===== src/rtl/instr_pkg.sv =====
// Shared definitions for the instruction encoder.
// Holds the mnemonic enum (codes 0-17; 18-31 are illegal), the instruction
// format enum, the opcode/funct constants and small mnemonic-class helpers
// used by the optional statistics counters (ENC_STATS_EN).
package instr_pkg;

  typedef enum logic [4:0] {
    MnAdd    = 5'd0,
    MnSub    = 5'd1,
    MnAddi   = 5'd2,
    MnAddfp  = 5'd3,
    MnMulfp  = 5'd4,
    MnVaddfp = 5'd5,
    MnVmulfp = 5'd6,
    MnVsumfp = 5'd7,
    MnSw     = 5'd8,
    MnLw     = 5'd9,
    MnSwfp   = 5'd10,
    MnLwfp   = 5'd11,
    MnVst    = 5'd12,
    MnVld    = 5'd13,
    MnBeq    = 5'd14,
    MnBlt    = 5'd15,
    MnJ      = 5'd16,
    MnVsetfp = 5'd17
  } mnem_e;

  typedef enum logic [1:0] {FmtR, FmtI, FmtJ} fmt_e;

  localparam logic [5:0] OpAlu    = 6'b000000;
  localparam logic [5:0] OpAddi   = 6'b010000;
  localparam logic [5:0] OpFp     = 6'b000100;
  localparam logic [5:0] OpVec    = 6'b001100;
  localparam logic [5:0] OpSw     = 6'b010001;
  localparam logic [5:0] OpLw     = 6'b010010;
  localparam logic [5:0] OpSwfp   = 6'b010101;
  localparam logic [5:0] OpLwfp   = 6'b010110;
  localparam logic [5:0] OpVst    = 6'b011101;
  localparam logic [5:0] OpVld    = 6'b011110;
  localparam logic [5:0] OpBeq    = 6'b100000;
  localparam logic [5:0] OpBlt    = 6'b100001;
  localparam logic [5:0] OpJ      = 6'b100010;
  localparam logic [5:0] OpVsetfp = 6'b111111;

  localparam logic [5:0] FnAdd = 6'h20;
  localparam logic [5:0] FnSub = 6'h22;
  localparam logic [5:0] FnMul = 6'h18;
  localparam logic [5:0] FnSum = 6'h21;

  function automatic logic is_vec_op(input logic [4:0] m);
    return m inside {MnVaddfp, MnVmulfp, MnVsumfp, MnVst, MnVld, MnVsetfp};
  endfunction

  function automatic logic is_mem_op(input logic [4:0] m);
    return m inside {MnSw, MnLw, MnSwfp, MnLwfp, MnVst, MnVld};
  endfunction

endpackage


===== src/rtl/instr_pack.sv =====
// Combinational mnemonic-to-instruction-word encoder.
// Ports:
//   mnem   - mnemonic code (instr_pkg::mnem_e values, 18-31 illegal)
//   rs/rt/rd, imm, target - operand fields
//   word   - packed 32-bit instruction (zero when illegal)
//   legal  - mnemonic is one of the defined codes
module instr_pack import instr_pkg::*; (
  input  logic [4:0]  mnem,
  input  logic [4:0]  rs,
  input  logic [4:0]  rt,
  input  logic [4:0]  rd,
  input  logic [15:0] imm,
  input  logic [25:0] target,
  output logic [31:0] word,
  output logic        legal
);

  logic [5:0] op;
  logic [5:0] funct;
  fmt_e       fmt;

  always_comb begin
    op    = '0;
    funct = '0;
    fmt   = FmtI;
    legal = 1'b1;
    unique case (mnem)
      MnAdd:    begin op = OpAlu; funct = FnAdd; fmt = FmtR; end
      MnSub:    begin op = OpAlu; funct = FnSub; fmt = FmtR; end
      MnAddi:   op = OpAddi;
      MnAddfp:  begin op = OpFp;  funct = FnAdd; fmt = FmtR; end
      MnMulfp:  begin op = OpFp;  funct = FnMul; fmt = FmtR; end
      MnVaddfp: begin op = OpVec; funct = FnAdd; fmt = FmtR; end
      MnVmulfp: begin op = OpVec; funct = FnMul; fmt = FmtR; end
      MnVsumfp: begin op = OpVec; funct = FnSum; fmt = FmtR; end
      MnSw:     op = OpSw;
      MnLw:     op = OpLw;
      MnSwfp:   op = OpSwfp;
      MnLwfp:   op = OpLwfp;
      MnVst:    op = OpVst;
      MnVld:    op = OpVld;
      MnBeq:    op = OpBeq;
      MnBlt:    op = OpBlt;
      MnJ:      begin op = OpJ; fmt = FmtJ; end
      MnVsetfp: op = OpVsetfp;
      default:  legal = 1'b0;
    endcase
  end

  always_comb begin
    word = '0;
    if (legal) begin
      unique case (fmt)
        FmtR:    word = {op, rs, rt, rd, 5'b00000, funct};
        FmtI:    word = {op, rs, rt, imm};
        FmtJ:    word = {op, target};
        default: word = '0;
      endcase
    end
  end

endmodule


===== src/rtl/instr_encoder.sv =====
// Instruction encoder: accepts encode requests, packs them into 32-bit words
// and writes them to sequential instruction-memory addresses starting at
// BASE_ADDR, one word per cycle, one cycle after acceptance.
// Optional feature macro: ENC_STATS_EN adds stat_vec/stat_mem write counters.
// Ports:
//   clk, rst_n           - clock, asynchronous active-low reset
//   in_valid/in_ready    - request handshake (in_ready = !full && !flush)
//   mnem, rs, rt, rd, imm, target - request fields
//   flush                - synchronous restart of address, count and FULL state
//   imem_we/addr/wdata   - registered instruction-memory write port
//   full                 - top address written, no further accepts
//   err_illegal          - sticky, illegal mnemonic consumed (survives flush)
//   instr_count          - words written since reset or flush
//   stat_vec, stat_mem   - (ENC_STATS_EN only) vector / memory op write counts
module instr_encoder import instr_pkg::*; #(
  parameter int unsigned ADDR_W    = 8,
  parameter int unsigned BASE_ADDR = 0
) (
  input  logic              clk,
  input  logic              rst_n,
  input  logic              in_valid,
  output logic              in_ready,
  input  logic [4:0]        mnem,
  input  logic [4:0]        rs,
  input  logic [4:0]        rt,
  input  logic [4:0]        rd,
  input  logic [15:0]       imm,
  input  logic [25:0]       target,
  input  logic              flush,
  output logic              imem_we,
  output logic [ADDR_W-1:0] imem_addr,
  output logic [31:0]       imem_wdata,
  output logic              full,
  output logic              err_illegal,
  output logic [ADDR_W:0]   instr_count
`ifdef ENC_STATS_EN
  ,
  output logic [ADDR_W:0]   stat_vec,
  output logic [ADDR_W:0]   stat_mem
`endif
);

  typedef enum logic [1:0] {StIdle, StRun, StFull} state_e;

  localparam logic [ADDR_W-1:0] BaseAddr = ADDR_W'(BASE_ADDR);
  localparam logic [ADDR_W-1:0] LastAddr = '1;
  localparam logic [ADDR_W-1:0] AddrOne  = ADDR_W'(1);
  localparam logic [ADDR_W:0]   CntOne   = (ADDR_W + 1)'(1);

  state_e            state_q, state_d;
  logic [ADDR_W-1:0] ptr_q, ptr_d;    // next address to write
  logic [ADDR_W-1:0] addr_q, addr_d;  // address presented on imem_addr
  logic [31:0]       wdata_q, wdata_d;
  logic              we_q, we_d;
  logic              err_q, err_d;
  logic [ADDR_W:0]   cnt_q, cnt_d;

  logic [31:0] pack_word;
  logic        pack_legal;
  logic        accept;
  logic        wr;

  instr_pack u_pack (
    .mnem   (mnem),
    .rs     (rs),
    .rt     (rt),
    .rd     (rd),
    .imm    (imm),
    .target (target),
    .word   (pack_word),
    .legal  (pack_legal)
  );

  assign full     = (state_q == StFull);
  assign in_ready = !full && !flush;
  assign accept   = in_valid && in_ready;
  assign wr       = accept && pack_legal;

  always_comb begin
    state_d = state_q;
    ptr_d   = ptr_q;
    addr_d  = addr_q;
    wdata_d = wdata_q;
    we_d    = 1'b0;
    err_d   = err_q;
    cnt_d   = cnt_q;
    if (flush) begin
      // A write registered last cycle is already on the port and completes.
      state_d = StIdle;
      ptr_d   = BaseAddr;
      addr_d  = BaseAddr;
      cnt_d   = '0;
    end else if (accept) begin
      if (state_q == StIdle) state_d = StRun;
      if (pack_legal) begin
        we_d    = 1'b1;
        addr_d  = ptr_q;
        wdata_d = pack_word;
        cnt_d   = cnt_q + CntOne;
        // No wrap: the top address parks the pointer and stops accepts.
        if (ptr_q == LastAddr) state_d = StFull;
        else                   ptr_d   = ptr_q + AddrOne;
      end else begin
        err_d = 1'b1;
      end
    end
  end

  always_ff @(posedge clk or negedge rst_n) begin
    if (!rst_n) begin
      state_q <= StIdle;
      ptr_q   <= BaseAddr;
      addr_q  <= BaseAddr;
      wdata_q <= '0;
      we_q    <= 1'b0;
      err_q   <= 1'b0;
      cnt_q   <= '0;
    end else begin
      state_q <= state_d;
      ptr_q   <= ptr_d;
      addr_q  <= addr_d;
      wdata_q <= wdata_d;
      we_q    <= we_d;
      err_q   <= err_d;
      cnt_q   <= cnt_d;
    end
  end

  assign imem_we     = we_q;
  assign imem_addr   = addr_q;
  assign imem_wdata  = wdata_q;
  assign err_illegal = err_q;
  assign instr_count = cnt_q;

`ifdef ENC_STATS_EN
  logic [ADDR_W:0] stat_vec_q, stat_vec_d;
  logic [ADDR_W:0] stat_mem_q, stat_mem_d;

  always_comb begin
    stat_vec_d = stat_vec_q;
    stat_mem_d = stat_mem_q;
    if (flush) begin
      stat_vec_d = '0;
      stat_mem_d = '0;
    end else if (wr) begin
      if (is_vec_op(mnem)) stat_vec_d = stat_vec_q + CntOne;
      if (is_mem_op(mnem)) stat_mem_d = stat_mem_q + CntOne;
    end
  end

  always_ff @(posedge clk or negedge rst_n) begin
    if (!rst_n) begin
      stat_vec_q <= '0;
      stat_mem_q <= '0;
    end else begin
      stat_vec_q <= stat_vec_d;
      stat_mem_q <= stat_mem_d;
    end
  end

  assign stat_vec = stat_vec_q;
  assign stat_mem = stat_mem_q;
`endif

endmodule

===== config.mk =====
export PLATFORM = sky130hd
export DESIGN_NAME = instr_encoder
export DESIGN_NICKNAME = d
export VERILOG_FILES = /design/src/rtl/instr_pkg.sv /design/src/rtl/instr_pack.sv /design/src/rtl/instr_encoder.sv
export SDC_FILE = /design/constraint.sdc
export NUM_CORES = 1
export LEC_CHECK = 0
export ABC_AREA = 1
export BUFFER_PORTS_ARGS = -buffer_cell sky130_fd_sc_hd__buf_4
export CAP_MARGIN = 20
export CORE_ASPECT_RATIO = 1.2
export CORE_MARGIN = 3
export CORE_UTILIZATION = 45
export DETAILED_ROUTE_END_ITERATION = 10
export PLACE_DENSITY = 0.8
export SLEW_MARGIN = 20
export SYNTH_ARGS = -nofsm -noshare
export SYNTH_HDL_FRONTEND = slang
export SYNTH_HIERARCHICAL = 1
export SYNTH_SLANG_ARGS = --single-unit

===== constraint.sdc =====
create_clock -name clk -period 1.7 [get_ports clk]
set_clock_uncertainty 0.05 [all_clocks]
set_input_delay 0.34 -clock clk [delete_from_list [all_inputs] [get_ports clk]]
set_output_delay 0.34 -clock clk [all_outputs]
set_load 0.005 [all_outputs]

==> flow_summary_export.csv <==
group,metric,value,unit
die,die_w,88.1,µm
die,initial_core_util,46.7,%
run_status,status,"complete, no violations",
logic_synthesis,syn_nets,598,
route,vias_per_cell,4.95,
power_and_ir_drop,p_switching,1.19,mW
logic_synthesis,syn_area_per_cell,6.87,µm²
flow_run,drv_cap,0,
logic_synthesis,synthFlopType,"dfrtp_1",
logic_synthesis,ys_seq_elements,61,
sta,setup_tns,0,ns
logic_synthesis,syn_inst,530,
sta,rsz0062_at_grt,"no",
die,design.die.area,9210,µm²
clock_tree,numClockSinks,61,
placed_design,dp_hpwl,8220,µm
logic_synthesis,ys.warnings.count,6,
sta,relSlewSlack,65.7,%
placed_design,place_ws,-0.298,ns
route,antenna_left,0,
logic_synthesis,synth.area.top_cells,"dfrtp_1 (42%), nand2_1 (27%), inv_1 (4.6%)",
die,pin_count,119,
sta,drv_slew,0,
logic_synthesis,synthArstFlopShare,100,%
route,drt_first_iter_violations,175,
critical_path,critPathMaxStageDelay,0.39,ns
die,placementRows,35,
power_and_ir_drop,peakVddDrop,0.444,mV
power_and_ir_drop,power_density,848,nW/µm²
sta,max_freq,620,MHz
clock_tree,cts_root_buf,"clkbuf_8",
power_and_ir_drop,leakage,2.96,nW
critical_path,critPathLaunchType,"register",
placed_design,io_buffers,118,
die,core,7790,µm²
grt,grt_pass1_wl,17500,µm
critical_path,arrival,1.22,ns
grt,grt.total_usage,24.1,%
critical_path,crit_type,"reg2out",
min_path,min_path_cells,3,
clock_tree,clock_latency,0.34,ns
grt,antenna_found_initial,0,
logic_synthesis,yosysUniqueCellTypes,32,
grt,grt_start_max_net_pins,40,
min_path,min_path_type,"in2reg",
route,routed_wl,10600,µm
final_layout,num_antenna_cells,0,
logic_synthesis,syn-cell-area,3640,µm²
placed_design,gp_congestion,0.913,
sta,layout_min_cycle_time,1.61,ns
critical_path,cp_max_fo,3,
clock_tree,h-tree-depth,3,
clock_tree,clockBufferDepth,2,
clock_tree,numCtsBuffers,9,
route,dr.pass1.iters,4,
sta,finalHoldViolCount,0,
final_layout,n_fill_cell,696,
critical_path,crit_chain,"nand2_1, inv_1, nor2_2, buf_4",
sta,worstMarginPinSlew,0.514,ns
route,drt-wirelength-per-cell,13.7,µm
critical_path,critPathSlowestCell,"dfrtp_1",
route,vias,3840,
logic_synthesis,yosys.area.top_type,"dfrtp_1",
grt,grt.overflow.total,0,
logic_synthesis,synth_edf_count,0,
final_layout,drive_gt1_share,29.6,%
sta,setup_viol,0,
route,drt_drc_violations_left,0,
power_and_ir_drop,sequentialPowerShare,39.9,%
critical_path,worstSetupEndpointType,"output pin",
power_and_ir_drop,pwr-share-comb,23.5,%
final_layout,finalNetCount,746,
die,die_height,105,µm
clock_tree,path_clk_slew,0.07,ns
logic_synthesis,synth_top_area_share,41.9,%
final_layout,syn2layout_area_growth,41.0,%
clock_tree,cts_tree,"done",
logic_synthesis,ys_seq_area_share,41.9,%
grt,grt_pass1_vias,3724,
power_and_ir_drop,swShare,27.4,%
power_and_ir_drop,p_int,3.16,mW
critical_path,reg2regPathDepth,8,
sta,setup_ws,0.0873,ns
sta,period_share,94.9,%
power_and_ir_drop,clkPwrFrac,36.6,%
critical_path,critPathRequiredTime,1.31,ns
per-layer routing:
layer | share of wire (%) | vias to the layer above | global-route usage [%]
li1 | - | 1920 | -
met1 | 40 | 1740 | 29.9
met2 | 51 | 163 | 40.7
met3 | 7.0 | 17 | 5.60
met4 | 2.0 | 0 | 7.78
met5 | 0 | - | 0
cell families after synthesis:
| family | after synthesis | share of synthesized area, % |
|---|---|---|
| adders and majority gates | 2 | 0.687 |
| AOI/OAI and AO/OA | 32 | 4.78 |
| xor gates and xnor gates | 2 | 0.481 |
| muxes | 1 | 0.275 |
| DFF | 61 | 41.9 |
| and+or+nand+nor | 363 | 42.2 |
| buffers and inverters | 69 | 9.72 |
state kept, by name, summed over array words and instances (netlist names):
signal and flops:
instr_count 9, ptr_q 8, err_illegal 1, imem_we 1, state_q 2, imem_addr 8, imem_wdata 32
critical path: cells and delay by family, from the launching register on:
family / cells / cell delay [ns]
buffers and inverters: 2 / 0.23
DFF: 1 / 0.39
and+or+nand+nor: 2 / 0.27
final timing paths:
check | startpoint | to | slack, ns
worst max-delay path | state_q[1] | in_ready | 0.09
worst min register to register | imem_addr[2] | imem_addr[2] | 0.42
worst min-delay path | in_valid | state_q[0] | 0.25
max in group asynchronous | rst_n | imem_addr[6] | 0.59
min in group asynchronous | rst_n | imem_wdata[25] | 0.45
worst max register to register | ptr_q[1] | ptr_q[4] | 0.14
final cells by class:
type / count / area, µm² / area share (%)
Clock inverter: 4 / 95.1 / 1.85
Clock buffer: 12 / 145 / 2.83
Inverter: 49 / 205 / 4.00
Multi-Input combinational cell: 400 / 1860 / 36.1
Sequential cell: 61 / 1530 / 29.7
Timing Repair Buffer: 157 / 1190 / 23.2
Tap cell: 92 / 115 / 2.24
cells in the mapped netlist, types with 2 or more instances:
master	count
nand2_1	266
dfrtp_1	61
inv_1	45
nor2_1	37
nand3_1	27
a21oi_1	13
o21ai_0	12
buf_4	8
and2_1	7
buf_6	7
nand4_1	6
nor3_1	6
buf_2	4
and2_4	3
inv_2	3
o211ai_1	3
ha_1	2
nand2_2	2
nand3_4	2
nor2_2	2
o21ai_1	2
xor2_1	2
cells in the final DEF (no fill, tap or decap), drive strengths merged:
| master | instances |
|---|---|
| o21ai | 15 |
| nand2 | 268 |
| clkinv | 1 |
| mux2i | 1 |
| dfrtp | 61 |
| and2 | 10 |
| o211ai | 3 |
| xor2 | 2 |
| nor3 | 6 |
| nor2 | 40 |
| or2 | 1 |
| buf | 156 |
| inv | 48 |
| bufinv | 3 |
| clkinvlp | 1 |
| clkbuf | 12 |
| nand3 | 30 |
| nand4 | 7 |
| a21oi | 13 |
| ha | 2 |
| o21bai | 1 |
| dlygate4sd3 | 1 |
| nor3b | 1 |
through the flow:
step | util, % | std cells | hold WS [ns] | power [mW] | area [µm²]
floorplan | - | 530 | -0.00559 | 2.20 | 3740
global placement | 62.4 | 758 | 0.285 | 2.76 | 4860
detailed placement | 62.4 | 758 | 0.297 | 2.78 | 4860
CTS | 65.6 | 775 | 0.245 | 4.37 | 5110
global route | 65.9 | 775 | 0.249 | 4.56 | 5140
finish | 65.9 | 775 | 0.252 | 4.35 | 5140
what timing repair did:
| item | 4_1_cts | 5_1_grt |
|---|---|---|
| endpoints found under the setup margin | 0 | 48 |
| buffers inserted | 0 | 0 |
| hold buffers | 1 | 0 |
| endpoints found under the hold margin | 36 | 0 |
| resized for setup | 0 | 5 |
power by group through the flow:
| stage | sequential (mW) | clock (mW) | combinational (mW) |
|---|---|---|---|
| after floorplan | 1.75 | 0 | 0.450 |
| after global placement | 1.76 | 0 | 1.00 |
| after detailed placement | 1.76 | 0 | 1.02 |
| after CTS | 1.74 | 1.61 | 1.03 |
| after global routing | 1.76 | 1.67 | 1.14 |
| final | 1.74 | 1.59 | 1.02 |
Power figures use the tool's default switching activity.
